[src/rtl/hazard_unit.sv]
// Hazard unit for the 5-stage MIPS pipeline: forwarding, stall/flush,
// data-memory wait FSM with timeout, and saturating stall counters.
module hazard_unit #(
  parameter int MEM_TIMEOUT = 16,
  parameter int CNT_W       = 32
) (
  input  logic             clk,
  input  logic             rst,
  input  logic [4:0]       rsD,
  input  logic [4:0]       rtD,
  input  logic [4:0]       rsE,
  input  logic [4:0]       rtE,
  input  logic [4:0]       writeregE,
  input  logic [4:0]       writeregM,
  input  logic [4:0]       writeregW,
  input  logic             regwriteE,
  input  logic             regwriteM,
  input  logic             regwriteW,
  input  logic             memtoRegE,
  input  logic             memtoRegM,
  input  logic             memWriteM,
  input  logic             branchD,
  input  logic             dmem_ready,
  output logic [1:0]       forwardAE,
  output logic [1:0]       forwardBE,
  output logic             forwardAD,
  output logic             forwardBD,
  output logic             stallF,
  output logic             stallD,
  output logic             stallE,
  output logic             stallM,
  output logic             flushE,
  output logic             flushW,
  output logic             mem_err,
  output logic [CNT_W-1:0] stall_cnt,
  output logic [CNT_W-1:0] memwait_cnt
);

  localparam int WW = $clog2(MEM_TIMEOUT + 1);

  typedef enum logic [1:0] {
    S_RUN,
    S_WAIT,
    S_ERR
  } state_t;

  state_t        state, state_n;
  logic [WW-1:0] wcnt, wcnt_n;
  logic          err_n;
  logic          mem_acc;
  logic          mem_stall;
  logic          lwstall;
  logic          branchstall;

  assign mem_acc = memtoRegM | memWriteM;

  assign lwstall = memtoRegE &
                   ((rtE == rsD) | (rtE == rtD));

  assign branchstall = branchD &
    ((regwriteE &
      ((writeregE == rsD) | (writeregE == rtD))) |
     (memtoRegM &
      ((writeregM == rsD) | (writeregM == rtD))));

  always_ff @(posedge clk) begin
    if (rst) begin
      state   <= S_RUN;
      wcnt    <= '0;
      mem_err <= 1'b0;
    end else begin
      state   <= state_n;
      wcnt    <= wcnt_n;
      mem_err <= err_n;
    end
  end

  always_comb begin
    state_n = state;
    wcnt_n  = wcnt;
    err_n   = mem_err;
    unique case (state)
      S_RUN: begin
        if (mem_acc && !dmem_ready) begin
          state_n = S_WAIT;
          wcnt_n  = WW'(1);
        end
      end
      S_WAIT: begin
        if (dmem_ready) begin
          state_n = S_RUN;
        end else if (wcnt == WW'(MEM_TIMEOUT)) begin
          state_n = S_ERR;
          err_n   = 1'b1;
        end else begin
          wcnt_n = wcnt + WW'(1);
        end
      end
      S_ERR:   state_n = S_ERR;
      default: state_n = S_RUN;
    endcase
  end

  // Wait and error states freeze the whole pipe regardless of dmem_ready.
  always_comb begin
    mem_stall = 1'b0;
    unique case (state)
      S_RUN:   mem_stall = mem_acc & ~dmem_ready;
      S_WAIT:  mem_stall = 1'b1;
      S_ERR:   mem_stall = 1'b1;
      default: mem_stall = 1'b0;
    endcase
  end

  always_comb begin
    forwardAE = 2'b00;
    forwardBE = 2'b00;
    forwardAD = 1'b0;
    forwardBD = 1'b0;
    stallF    = 1'b0;
    stallD    = 1'b0;
    stallE    = 1'b0;
    stallM    = 1'b0;
    flushE    = 1'b0;
    flushW    = 1'b0;
    if (!rst) begin
      if (rsE != 5'd0 && rsE == writeregM && regwriteM)
        forwardAE = 2'b10;
      else if (rsE != 5'd0 && rsE == writeregW && regwriteW)
        forwardAE = 2'b01;
      if (rtE != 5'd0 && rtE == writeregM && regwriteM)
        forwardBE = 2'b10;
      else if (rtE != 5'd0 && rtE == writeregW && regwriteW)
        forwardBE = 2'b01;
      forwardAD = (rsD != 5'd0) && (rsD == writeregM) && regwriteM;
      forwardBD = (rtD != 5'd0) && (rtD == writeregM) && regwriteM;
      stallF    = lwstall | branchstall | mem_stall;
      stallD    = lwstall | branchstall | mem_stall;
      stallE    = mem_stall;
      stallM    = mem_stall;
      flushW    = mem_stall;
      flushE    = (lwstall | branchstall) & ~mem_stall;
    end
  end

  always_ff @(posedge clk) begin
    if (rst) begin
      stall_cnt   <= '0;
      memwait_cnt <= '0;
    end else begin
      if (stallD && stall_cnt != '1)
        stall_cnt <= stall_cnt + CNT_W'(1);
      if (mem_stall && memwait_cnt != '1)
        memwait_cnt <= memwait_cnt + CNT_W'(1);
    end
  end

endmodule

[config.mk]
export PLATFORM = sky130hd
export DESIGN_NAME = hazard_unit
export DESIGN_NICKNAME = d
export VERILOG_FILES = /design/src/rtl/hazard_unit.sv
export SDC_FILE = /design/constraint.sdc
export NUM_CORES = 1
export LEC_CHECK = 0
export CORE_MARGIN = 2
export CORE_UTILIZATION = 44
export DETAILED_ROUTE_END_ITERATION = 16
export PLACE_DENSITY = 0.77
export REMOVE_ABC_BUFFERS = 1
export SLEW_MARGIN = 20
export SYNTH_ARGS = -nofsm -noshare
export SYNTH_HDL_FRONTEND = slang
export SYNTH_SLANG_ARGS = --single-unit
[constraint.sdc]
create_clock -name clk -period 2.6 [get_ports clk]
set_clock_uncertainty 0.2 [all_clocks]
set_input_delay 0.39 -clock clk [delete_from_list [all_inputs] [get_ports clk]]
set_output_delay 0.39 -clock clk [all_outputs]
set_load 0.02 [all_outputs]
======== After elaboration in Yosys (flattened, before gate mapping) ========
Index checks and enable logic that the tools add are counted.
storage, ports and cells
  bits of input ports ..................... 45
  word-level logic and storage cells ...... 90
  register bits after elaboration ......... 72
  output and inout port bits .............. 77
cells by class
  reduce and logical (&&, ||, !) cells .... 26
  equality and inequality tests ........... 21
  $add $sub $neg .......................... 3
  mux-type cells .......................... 20
  bitwise operators ....................... 15
operators with widths
  operator                                                         number
  32-bit by 1-bit adder with 32-bit output, second input constant  2
  32-bit != test, second input constant                            2
  5-bit == test                                                    12
  5-bit nonzero test                                               4
  1-bit logical AND                                                15
  5-bit two-way mux                                                3
  2-bit two-way mux                                                7
  5-bit one-hot mux with 2 select lines                            1
  1-bit two-way mux                                                7
  1-bit bitwise OR                                                 7
  1-bit bitwise AND                                                6
  2-bit != test, second input constant                             3
  2-bit one-hot mux with 3 select lines                            1
  5-bit by 1-bit adder with 5-bit output, second input constant    1
  5-bit == test, second input constant                             1
  4-bit AND reduction                                              1
  3-bit != test, second input constant                             1
  3-bit AND reduction                                              1
  2-bit by 1-bit == test with 1-bit output, second input constant  1
  2-bit == test, second input constant                             1
  2-bit zero test                                                  1
  1-bit inverter                                                   2
  1-bit one-hot mux with 2 select lines                            1
  2-bit AND reduction                                              1
  other kinds (3)                                                  3

======== Depth between registers and ports, before layout ========
Gate-level depths: netlist of the first run.
  depth after elaboration ................. 9
  depth in mapped cells ................... 9
  gate-level depth less buffers ........... 8

======== Worst setup path after synthesis of the first run ========
OpenSTA, ideal clock, no wires.
  kind .................................... reg2out
  start point ............................. register state[0]
  end point ............................... output port stallF
  buffers on the path ..................... 3
  arrival time ............................ 2.130 ns
  required time ........................... 2.010 ns
  cell stages (with the launch flop) ...... 10
  setup slack ............................. -0.120 ns
  path through ............................ dfxtp_1 > inv_1 > ha_1 > a21o_1 > a222oi_1 > and3_1 > buf_6 > clkbuf_1 > nor2_1 > buf_4
between the ends
  longest elaborated chain between the ends .. 5
  elaborated cells between the ends (all ways) .. 7
  those cells by class .................... eq/ne (2); mux (2); bitwise (1); reduce/logical (2)
ends and longest elaborated chain
  what                                                                              line  source
  start: declaration                                                                47    state_t state, state_n;
  start signal: assignment                                                          72    state <= state_n;
  2-bit == test / 2-bit by 1-bit == test with 1-bit output (equally long branches)  107   unique case (state)
  2-bit OR reduction (no line)                                                      n/a
  1-bit one-hot mux with 2 select lines (*)                                         107
  1-bit bitwise OR (*)                                                              n/a
  1-bit two-way mux (*)                                                             n/a
  end: declaration                                                                  28    output logic stallF,
Every way passes the cells marked *; elsewhere a longest branch is shown, timed or not.

======== Final worst setup path of the first run ========
  start point ............................. register state[0]
  end point ............................... output port stallD
between the ends
  longest elaborated chain between the ends .. 5
  elaborated cells between the ends (all ways) .. 7
  those cells by class .................... eq/ne (2); mux (2); bitwise (1); reduce/logical (2)
ends and longest elaborated chain
  what                                                                              line  source
  2-bit == test / 2-bit by 1-bit == test with 1-bit output (equally long branches)  107
  2-bit OR reduction (no line)                                                      n/a
  1-bit one-hot mux with 2 select lines (*)                                         107
  1-bit bitwise OR (*)                                                              138   stallD = lwstall | branchstall | mem_stall;
  1-bit two-way mux (*)                                                             126   if (!rst) begin
  end: declaration                                                                  29    output logic stallD,
Marked as above.

==> results of run 1 <==
==> registers in the layout (all words and copies together) (netlist names) <==
signal	flops
memwait_cnt	32
stall_cnt	32
mem_err	1
state	2
wcnt	5
==> routing by layer <==
metal / wire (µm) / track usage
met5: 0 / 0
met4: 238 / 0.0733
met3: 700 / 0.0586
met2: 6580 / 0.415
met1: 5480 / 0.273
==> layout by cell type (no fill, tap or decap), types with 10 or more instances in the layout <==
cell	count
clkdlybuf4s50_1	78
buf_4	72
dfxtp_1	70
xor2_1	57
nor2_1	52
nand3_1	37
a21oi_1	36
dlygate4sd2_1	30
nand4_1	29
o21ai_0	27
nand2_1	25
xnor2_1	24
or3_1	24
and3_1	13
nor2b_1	11
or4_1	10
clkbuf_8	10
==> what timing repair did <==
action / 4_1_cts / 5_1_grt
pin swaps: 13 / 17
gates resized for setup: 89 / 16
setup buffers: 6 / 2
setup endpoints to repair: 19 / 13
==> through the flow <==
stage          cell area [µm²]  power [mW]  utilization
2_1_floorplan             4310        1.35            -
5_1_grt                   6530        2.72        0.665
6_report                  6530        2.60        0.665
4_1_cts                   6450        2.61        0.657
3_3_place_gp              6150        1.60        0.627
3_5_place_dp              6150        1.61        0.627
==> worst min path at each step <==
| stage | slack [ns] | depth (start not counted) | to |
|---|---|---|---|
| after floorplan | 0.26 | 1 | memwait_cnt[1]$_SDFFE_PP0P_ |
| after detailed placement | 0.27 | 2 | mem_err$_SDFFE_PP0P_ |
| after global routing | 0.32 | 2 | mem_err$_SDFFE_PP0P_ |
| final | 0.28 | 2 | mem_err$_SDFFE_PP0P_ |
| after global placement | 0.26 | 2 | mem_err$_SDFFE_PP0P_ |
| after CTS | 0.29 | 2 | mem_err$_SDFFE_PP0P_ |
==> where the power goes <==
part | total, mW | internal, mW | switching, mW
registers | 1.14 | 1.12 | 0.0186
logic | 0.476 | 0.225 | 0.251
clock network | 0.986 | 0.566 | 0.421
==> kinds of logic (layout without fill, tap and decap cells) <==
logic type | after synthesis | after routing | share of synthesized area
xor gates and xnor gates | 81 | 81 | 0.159
buffers and inverters | 38 | 217 | 0.0418
and+or+nand+nor | 260 | 260 | 0.336
DFF | 72 | 72 | 0.323
AOI/OAI and AO/OA | 86 | 86 | 0.112
muxes | 3 | 3 | 0.00758
adders and majority gates | 7 | 7 | 0.0197
==> critical path, delay by kind of cell, from the launching register on <==
family / cells / cell delay (ns)
fa+ha+maj: 1 / 0.23
buf+inv: 2 / 0.17
compound gates: 2 / 0.65
simple gates: 2 / 0.34
flops: 1 / 0.34
==> final cells by class <==
type                       instances  area (µm²)  share of cell area
sequential                        72        1440               0.221
timing repair buffer             191        1690               0.259
inverter                          10        37.5             0.00575
clock buffer                      11         141              0.0216
multi-input combinational        437        2970               0.455
clock inverter                     5        80.1              0.0123
tap                              133         166              0.0255
==> impl_metrics.py, run 1 <==
metrics = {
    "drt": {
        "wl_um": 13000,
        "avgViaCountPerCell": 5.46,
        "post_route_drc_violation_count": 0,
        "vias": 4691,
        "route.antenna.remaining_nets": 0,
        "drtPass1Iterations": 5,
        "drt_iter0_markers": 198,
        "route.detailed.wl_per_inst_um": 15.1,
    },
    "grt": {
        "grt_first_pass_wirelength_um": 21200,
        "antenna_found_initial": 0,
        "grt_start_max_net_pins": 54,
        "global_route_usage_over_all_layers": 0.233,
        "first_global_vias": 4533,
        "grt_overflow_total": 0,
    },
    "critical_path": {
        "setup.reg_to_reg.worst_slack_ns": -0.02,
        "timing.critical_path.to_type": "primary output",
        "crit_path_max_fanout": 2,
        "worst_r2r_end": "stall_cnt[17]$_SDFFE_PP0P_",
        "cp_slowest_stage_delay_ns": 0.47,
        "timing_worst_setup_path_type": "register to primary output",
        "worst_ep_required_time_ns": 2.01,
        "critical_path.cell_chain": "inv_2 > ha_4 > a21o_1 > a222oi_1 > and3_4 > nor2_4 > buf_6",
        "critical_path_arrival_ns": 2.08,
        "cp_slowest_cell": "a222oi_1",
        "ff2ff_path_depth": 8,
        "worst_setup_path_start": "state[0]$_SDFFE_PP0P_",
        "endpoint": "stallD",
        "critical_path.startpoint_type": "register",
        "r2r_start": "state[0]$_SDFFE_PP0P_",
    },
    "place": {
        "placedCellCount": 835,
        "port_buffers": 121,
        "pre_cts_slack_ns": -0.703,
        "routabilityCongestion": 0.911,
        "dpl.hpwl_um": 9720,
    },
    "clock_tree": {
        "cts-buffers-inserted": 9,
        "clock_insertion_delay_at_the_later_pin_of_the_skew_report_ns": 0.34,
        "cts_tree": "built",
        "clock_tree.htree_level_count": 3,
        "clockRootBuffer": "clkbuf_8",
        "hold_buffers_post_cts": 0,
        "cts.sinks": 72,
        "cts_buffer_depth": 2,
        "clk_pin_slew_ns": 0.08,
    },
    "min_path": {
        "worst_min_delay_path_category": "register to register",
        "hold_path_startpoint": "mem_err$_SDFFE_PP0P_",
    },
    "timing": {
        "timing.final.setup_violations": 6,
        "unrepaired_setup_endpoints_after_global_routing": "yes",
        "worst_slew_margin_rel": 0.637,
        "min_period_ns": 2.67,
        "max_slew.worst_pin.slew_ns": 0.540,
        "final.period_utilization": 1.03,
        "max_slew_violation_count": 0,
        "hold_slack_ns": 0.280,
        "finalSetupTns_ns": -0.225,
        "timing.fmax_mhz": 374,
        "setup_ws_ns": -0.0726,
        "finalHoldViolCount": 0,
    },
    "yosys": {
        "synth_largest_area_cell": "dfxtp_1",
        "cell_count_after_synthesis": 547,
        "synthFlopType": "dfxtp_1",
        "yosys_warnings": 0,
        "synth_sequential_area_ratio": 0.323,
        "synth_seq_cells": 72,
        "synth_top_cells_by_count": "dfxtp_1, xor2_1, nor2_1, a21oi_1, nand3_1",
        "average_cell_area_after_synthesis_um2": 8.15,
        "synth.most_common_cell": "dfxtp_1",
        "synth-edff-count": 0,
        "synthDistinctLibCells": 55,
        "proportion_of_netlist_area_held_by_the_largest_area_contributor": 0.323,
        "synth-async-reset-ratio": 0,
        "mappedNetlistArea_mm2": 0.00446,
        "main_area_contributors_after_synthesis": "dfxtp_1, xor2_1, xnor2_1, nor2_1, a21oi_1",
    },
    "run_status": {
        "status": "finished, violations left",
        "failed_checks": "negative setup slack",
    },
    "floorplanning": {
        "number_of_top_level_pins": 122,
        "core_box_area_mm2": 0.00982,
        "floorplan.initialDensity": 0.454,
        "dieHeight_um": 105,
        "floorplan.die.width_um": 105,
        "dieArea_mm2": 0.0110,
        "rows": 36,
    },
    "pwr": {
        "ir_worst_vdd_v": 0.000376,
        "power-per-cell-area_mw_per_mm2": 398,
        "power.static_leakage_nw": 2.41,
    },
    "layout": {
        "final.fill_count": 901,
        "drive_above_1_share": 0.183,
        "post_layout_nets": 773,
        "syn_to_final_growth_pct": 46.6,
        "diodes": 0,
        "final_cell_count_no_fill": 859,
    },
    "run": {
        "maxCapViolations": 0,
    },
}
No activity file was read; power rests on OpenSTA's default activity.
==> run 2: changes to the inputs <==
CAP_MARGIN = 10   (was not set)
CORE_ASPECT_RATIO = 0.5   (was not set)
==> run 2 against run 1 <==
Compared with the run above:
- register-to-register slack improved by 0.08 ns
- largest power group is now the clock network
- worst hold slack improved by 0.017 ns
- first-iteration DRC count rose by 28%
- die area rose by 0.44%
- sequential power barely moved
- utilization up 0.95 points
- sequential share of layout area is 0.11 points higher
- combinational power about the same
- the run now ends clean
==> impl_metrics.py, run 2 (synthesized netlist as in run 1, its figures left out) <==
metrics = {
    "floorplanning": {
        "dieArea_mm2": 0.0110,
        "rows": 25,
        "floorplan.die.width_um": 146,
        "floorplan.initialDensity": 0.463,
        "dieHeight_um": 75.2,
        "number_of_top_level_pins": 122,
        "core_box_area_mm2": 0.00963,
    },
    "pwr": {
        "ir_worst_vdd_v": 0.000294,
        "power.static_leakage_nw": 2.39,
        "power_total_mw": 2.84,
        "power-per-cell-area_mw_per_mm2": 436,
    },
    "critical_path": {
        "worst_path_dominant_cell_family": "compound AO/OA/AOI/OAI gates",
        "timing.critical_path.to_type": "primary output",
        "path_buf_inv": 2,
        "timing_worst_setup_path_type": "register to primary output",
        "crit_path_max_fanout": 2,
        "critical_path_arrival_ns": 2.01,
        "cp_slowest_stage_delay_ns": 0.42,
        "critical_path.cell_chain": "inv_2 > ha_4 > a21o_1 > a222oi_1 > and3_4 > nor2_4 > buf_6",
        "critical_path.startpoint_type": "register",
        "worst_ep_required_time_ns": 2.01,
        "cp_slowest_cell": "a222oi_1",
    },
    "timing": {
        "worst_slew_margin_rel": 0.706,
        "unrepaired_setup_endpoints_after_global_routing": "yes",
        "max_slew.worst_pin.slew_ns": 0.438,
        "max_slew_violation_count": 0,
        "timing.fmax_mhz": 385,
        "min_period_ns": 2.60,
        "final.period_utilization": 0.998,
        "finalHoldViolCount": 0,
        "hold_slack_ns": 0.297,
        "finalSetupTns_ns": 0,
        "timing.final.setup_violations": 0,
    },
    "grt": {
        "grt_overflow_total": 0,
        "grtUsageMet2": 0.413,
        "grt_first_pass_wirelength_um": 20500,
        "met3_usage": 0.0503,
        "grt_start_max_net_pins": 42,
        "grt_busiest_layer": "met2",
        "antenna_found_initial": 0,
        "global_routing_usage_on_met1": 0.288,
        "global_route_usage_over_all_layers": 0.231,
        "first_global_vias": 4332,
    },
    "clock_tree": {
        "clock_tree.htree_level_count": 3,
        "cts_buffer_depth": 2,
        "hold_buffers_post_cts": 0,
        "cts_tree": "built",
        "clock_insertion_delay_at_the_later_pin_of_the_skew_report_ns": 0.34,
        "cts.sinks": 72,
        "clockRootBuffer": "clkbuf_16",
        "cts-buffers-inserted": 9,
        "clk_pin_slew_ns": 0.06,
    },
    "drt": {
        "drtPass1Iterations": 4,
        "avgViaCountPerCell": 5.37,
        "drt_iter0_markers": 253,
        "route.detailed.wl_per_inst_um": 14.8,
        "route.antenna.remaining_nets": 0,
        "post_route_drc_violation_count": 0,
        "wl_um": 12500,
        "vias": 4552,
    },
    "run_status": {
        "status": "finished, final reports clean",
    },
    "layout": {
        "post_layout_nets": 759,
        "diodes": 0,
        "mostFrequentLayoutCell": "clkdlybuf4s50_1",
        "syn_to_final_growth_pct": 45.9,
        "layout_top_registers": "memwait_cnt x32, stall_cnt x32, wcnt x5",
        "layout.cells.most_common_list": "clkdlybuf4s50_1, dfxtp_1, xor2_1",
        "drive_above_1_share": 0.167,
        "final_cell_count_no_fill": 847,
    },
    "run": {
        "maxCapViolations": 0,
    },
    "place": {
        "dpl.hpwl_um": 9100,
        "port_buffers": 121,
        "placedCellCount": 826,
        "routabilityCongestion": 0.857,
    },
    "min_path": {
        "worst_min_delay_path_category": "register to register",
    },
}
run 2: changes by cell type in the layout (fill, tap and decap cells not counted), moves of 3 or more:
| cell | previous run | this run |
|---|---|---|
| clkbuf_8 | 10 | 0 |
| clkbuf_16 | 0 | 9 |
| buf_4 | 72 | 54 |
| dlygate4sd2_1 | 30 | 27 |
run 2: repair_timing:
action | in CTS | in global routing
hold endpoints to repair | 0 | 0
buffers inserted | 3 | 2
setup endpoints to repair | 32 | 10
pin swaps | 11 | 8
gates resized for setup | 81 | 23
run 2: routing by layer:
metal  part of all wire  routed length, µm  up-vias
met5                  0                  0        -
met4              0.014                171        0
met3              0.041                513       15
met2               0.49               6090       90
met1               0.46               5740     2151
li1                   -                  -     2296
run 2: cell type report:
type	instances	area, µm²
Clock inverter	7	70.1
Clock buffer	9	225
Sequential cell	72	1440
Multi-Input combinational cell	437	2950
Tap cell	135	169
Fill cell	820	3130
Timing Repair Buffer	177	1610
Inverter	10	37.5
run 2: path summary, 6_finish.rpt:
kind	startpoint	endpoint	slack (ns)	cells after the start
setup / recovery	state[1]$_SDFFE_PP0P_	stallD	0.004	7
hold / removal	stall_cnt[31]$_SDFFE_PP0P_	stall_cnt[31]$_SDFFE_PP0P_	0.30	2
setup reg to reg	state[1]$_SDFFE_PP0P_	stall_cnt[17]$_SDFFE_PP0P_	0.06	9
hold reg to reg	stall_cnt[31]$_SDFFE_PP0P_	stall_cnt[31]$_SDFFE_PP0P_	0.30	2
run 2: metrics by stage:
stage	instance area [µm²]	worst slack [ns]	util
2_1_floorplan	4310	-0.537	-
3_3_place_gp	6080	-0.654	0.632
3_5_place_dp	6080	-0.674	0.632
4_1_cts	6420	-0.0314	0.667
5_1_grt	6500	-0.0562	0.675
6_report	6500	0.00445	0.675
run 2: worst reg2reg max path, stage by stage (launching register included):
cell and delay, ns:
dfxtp_2 0.33, inv_2 0.05, ha_4 0.23, a21o_1 0.16, a222oi_1 0.42, and3_4 0.30, buf_8 0.19, buf_4 0.19
nor2_1 0.06, mux2_1 0.30
run 2: report_power, final:
part	leakage (nW)	internal, mW	switching [mW]
Sequential	0.582	1.12	0.0177
Clock	0.146	0.742	0.485
Combinational	1.67	0.226	0.247
Total	2.39	2.09	0.750
==> run 3: changes to the inputs <==
SKIP_LAST_GASP = 1   (was not set)
==> run 3 against run 2 <==
Compared with the run above:
- the flow now finishes with violations (negative setup slack)
- via count increased by 0.13%
- final cell count increased by 0.12%
- wire length about the same
- register-to-register slack hardly changed
- non-clock buffer count is 1 higher
- flip-flop and latch count stayed put
- critical path depth is the same
- worst hold slack is essentially flat
- sequential share of layout area barely moved
- critical path type unchanged
- critical endpoint unchanged
==> impl_metrics.py, run 3 (synthesized netlist as in run 1, its figures left out) <==
metrics = {
    "run_status": {
        "status": "finished, violations left",
        "failed_checks": "negative setup slack",
    },
    "pwr": {
        "internal_power_component_mw": 2.09,
        "clock_power_share": 0.433,
        "power_switching_share": 0.265,
        "power_total_mw": 2.84,
        "power-per-cell-area_mw_per_mm2": 437,
        "seq_power_share": 0.400,
        "ir_worst_vdd_v": 0.000296,
        "switching_power_uw": 752,
        "power.combinational.fraction": 0.167,
        "power.static_leakage_nw": 2.42,
    },
    "place": {
        "port_buffers": 121,
        "routabilityCongestion": 0.857,
        "detailed_place.area_mm2": 0.00608,
        "dpl.hpwl_um": 9100,
    },
    "clock_tree": {
        "cts_buffer_depth": 2,
        "hold_buffers_post_cts": 0,
        "cts-buffers-inserted": 9,
        "cts_tree": "built",
        "cts.sinks": 72,
        "clockRootBuffer": "clkbuf_16",
        "clock_insertion_delay_at_the_later_pin_of_the_skew_report_ns": 0.34,
        "clock_tree.htree_level_count": 3,
        "clk_pin_slew_ns": 0.06,
    },
    "floorplanning": {
        "dieArea_mm2": 0.0110,
        "number_of_top_level_pins": 122,
        "floorplan.initialDensity": 0.463,
        "floorplan.die.width_um": 146,
        "core_box_area_mm2": 0.00963,
        "rows": 25,
        "dieHeight_um": 75.2,
    },
    "critical_path": {
        "worst_path_dominant_cell_family": "compound AO/OA/AOI/OAI gates",
        "cp_slowest_cell": "a222oi_1",
        "critical_path.cell_chain": "inv_2 > ha_4 > a21o_1 > a222oi_1 > and3_4 > nor2_4 > buf_6",
        "timing_worst_setup_path_type": "register to primary output",
        "worst_ep_required_time_ns": 2.01,
        "path_buf_inv": 2,
        "cp_slowest_stage_delay_ns": 0.45,
        "critical_path_arrival_ns": 2.03,
        "critical_path.startpoint_type": "register",
        "timing.critical_path.to_type": "primary output",
        "crit_path_max_fanout": 2,
    },
    "layout": {
        "syn_to_final_growth_pct": 46.0,
        "drive_above_1_share": 0.167,
        "mostFrequentLayoutCell": "clkdlybuf4s50_1",
        "post_layout_nets": 760,
        "layout_top_registers": "memwait_cnt x32, stall_cnt x32, wcnt x5",
        "diodes": 0,
        "layout.cells.most_common_list": "clkdlybuf4s50_1, dfxtp_1, xor2_1",
        "design_area_mm2": 0.00651,
    },
    "grt": {
        "global_route_usage_over_all_layers": 0.231,
        "first_global_vias": 4332,
        "grt_overflow_total": 0,
        "antenna_found_initial": 0,
        "grt_start_max_net_pins": 42,
        "grt_first_pass_wirelength_um": 20500,
    },
    "timing": {
        "timing.fmax_mhz": 381,
        "max_slew.worst_pin.slew_ns": 0.438,
        "timing.final.setup_violations": 2,
        "worst_slew_margin_rel": 0.706,
        "final.period_utilization": 1.01,
        "hold_slack_ns": 0.298,
        "setup_ws_ns": -0.0236,
        "max_slew_violation_count": 0,
        "unrepaired_setup_endpoints_after_global_routing": "yes",
        "min_period_ns": 2.62,
        "finalHoldViolCount": 0,
    },
    "drt": {
        "avgViaCountPerCell": 5.38,
        "wl_um": 12500,
        "route.detailed.wl_per_inst_um": 14.7,
        "vias": 4558,
        "post_route_drc_violation_count": 0,
        "route.antenna.remaining_nets": 0,
        "drt_iter0_markers": 268,
        "drtPass1Iterations": 4,
    },
    "min_path": {
        "worst_min_delay_path_category": "register to register",
    },
    "run": {
        "maxCapViolations": 0,
    },
}
run 3: changes by cell type in the layout (fill, tap and decap cells not counted), sizes merged:
cell and delta:
dlygate4sd2 -1, dlymetal6s2s +2, buf +1, clkdlybuf4s50 -1
run 3: through the flow:
step	instances	utilization	setup WS, ns	setup TNS [ns]
floorplan	519	-	-0.537	-5.48
global placement	826	0.632	-0.654	-17.82
detailed placement	826	0.632	-0.674	-18.86
CTS	845	0.667	-0.0314	-0.0448
global route	848	0.675	-0.0753	-0.205
finish	848	0.675	-0.0236	-0.0470
run 3: per-layer routing:
| metal | track usage | wire length, µm |
|---|---|---|
| met3 | 0.0503 | 530 |
| met4 | 0.0723 | 174 |
| met1 | 0.288 | 5730 |
| met2 | 0.413 | 6070 |
| met5 | 0 | 0 |
run 3: repair_timing:
action | in CTS | in global routing
pin swaps | 11 | 7
setup buffers | 3 | 3
endpoints found under the setup margin | 32 | 25
cloned | 0 | 0
resized for setup | 80 | 24
endpoints found under the hold margin | 0 | 0
run 3: tightest hold or removal path, cell delays in order, from the launching register on:
cell,delay (ns)
dfxtp_1,0.33
o31ai_1,0.07
a21oi_1,0.06
run 3: area by class of cell:
type                       count  area, µm²
multi-input combinational    437       2940
inverter                      10       37.5
fill                         820       3130
tap                          135        169
clock buffer                   9        225
clock inverter                 7       70.1
timing repair buffer         178       1620
sequential                    72       1440
run 3: final timing paths:
kind / startpoint / endpoint / slack, ns / depth (start not counted)
min reg2reg: stall_cnt[31]$_SDFFE_PP0P_ / stall_cnt[31]$_SDFFE_PP0P_ / 0.30 / 2
min: stall_cnt[31]$_SDFFE_PP0P_ / stall_cnt[31]$_SDFFE_PP0P_ / 0.30 / 2
max: state[1]$_SDFFE_PP0P_ / stallD / -0.02 / 7
max reg2reg: state[1]$_SDFFE_PP0P_ / stall_cnt[17]$_SDFFE_PP0P_ / 0.06 / 9
run 3: power groups by stage:
stage / clock, mW / combinational, mW / sequential (mW)
after detailed placement: 0 / 0.450 / 1.16
after floorplan: 0 / 0.177 / 1.17
final: 1.23 / 0.475 / 1.14
after global placement: 0 / 0.444 / 1.16
after global routing: 1.30 / 0.516 / 1.14
after CTS: 1.25 / 0.457 / 1.14
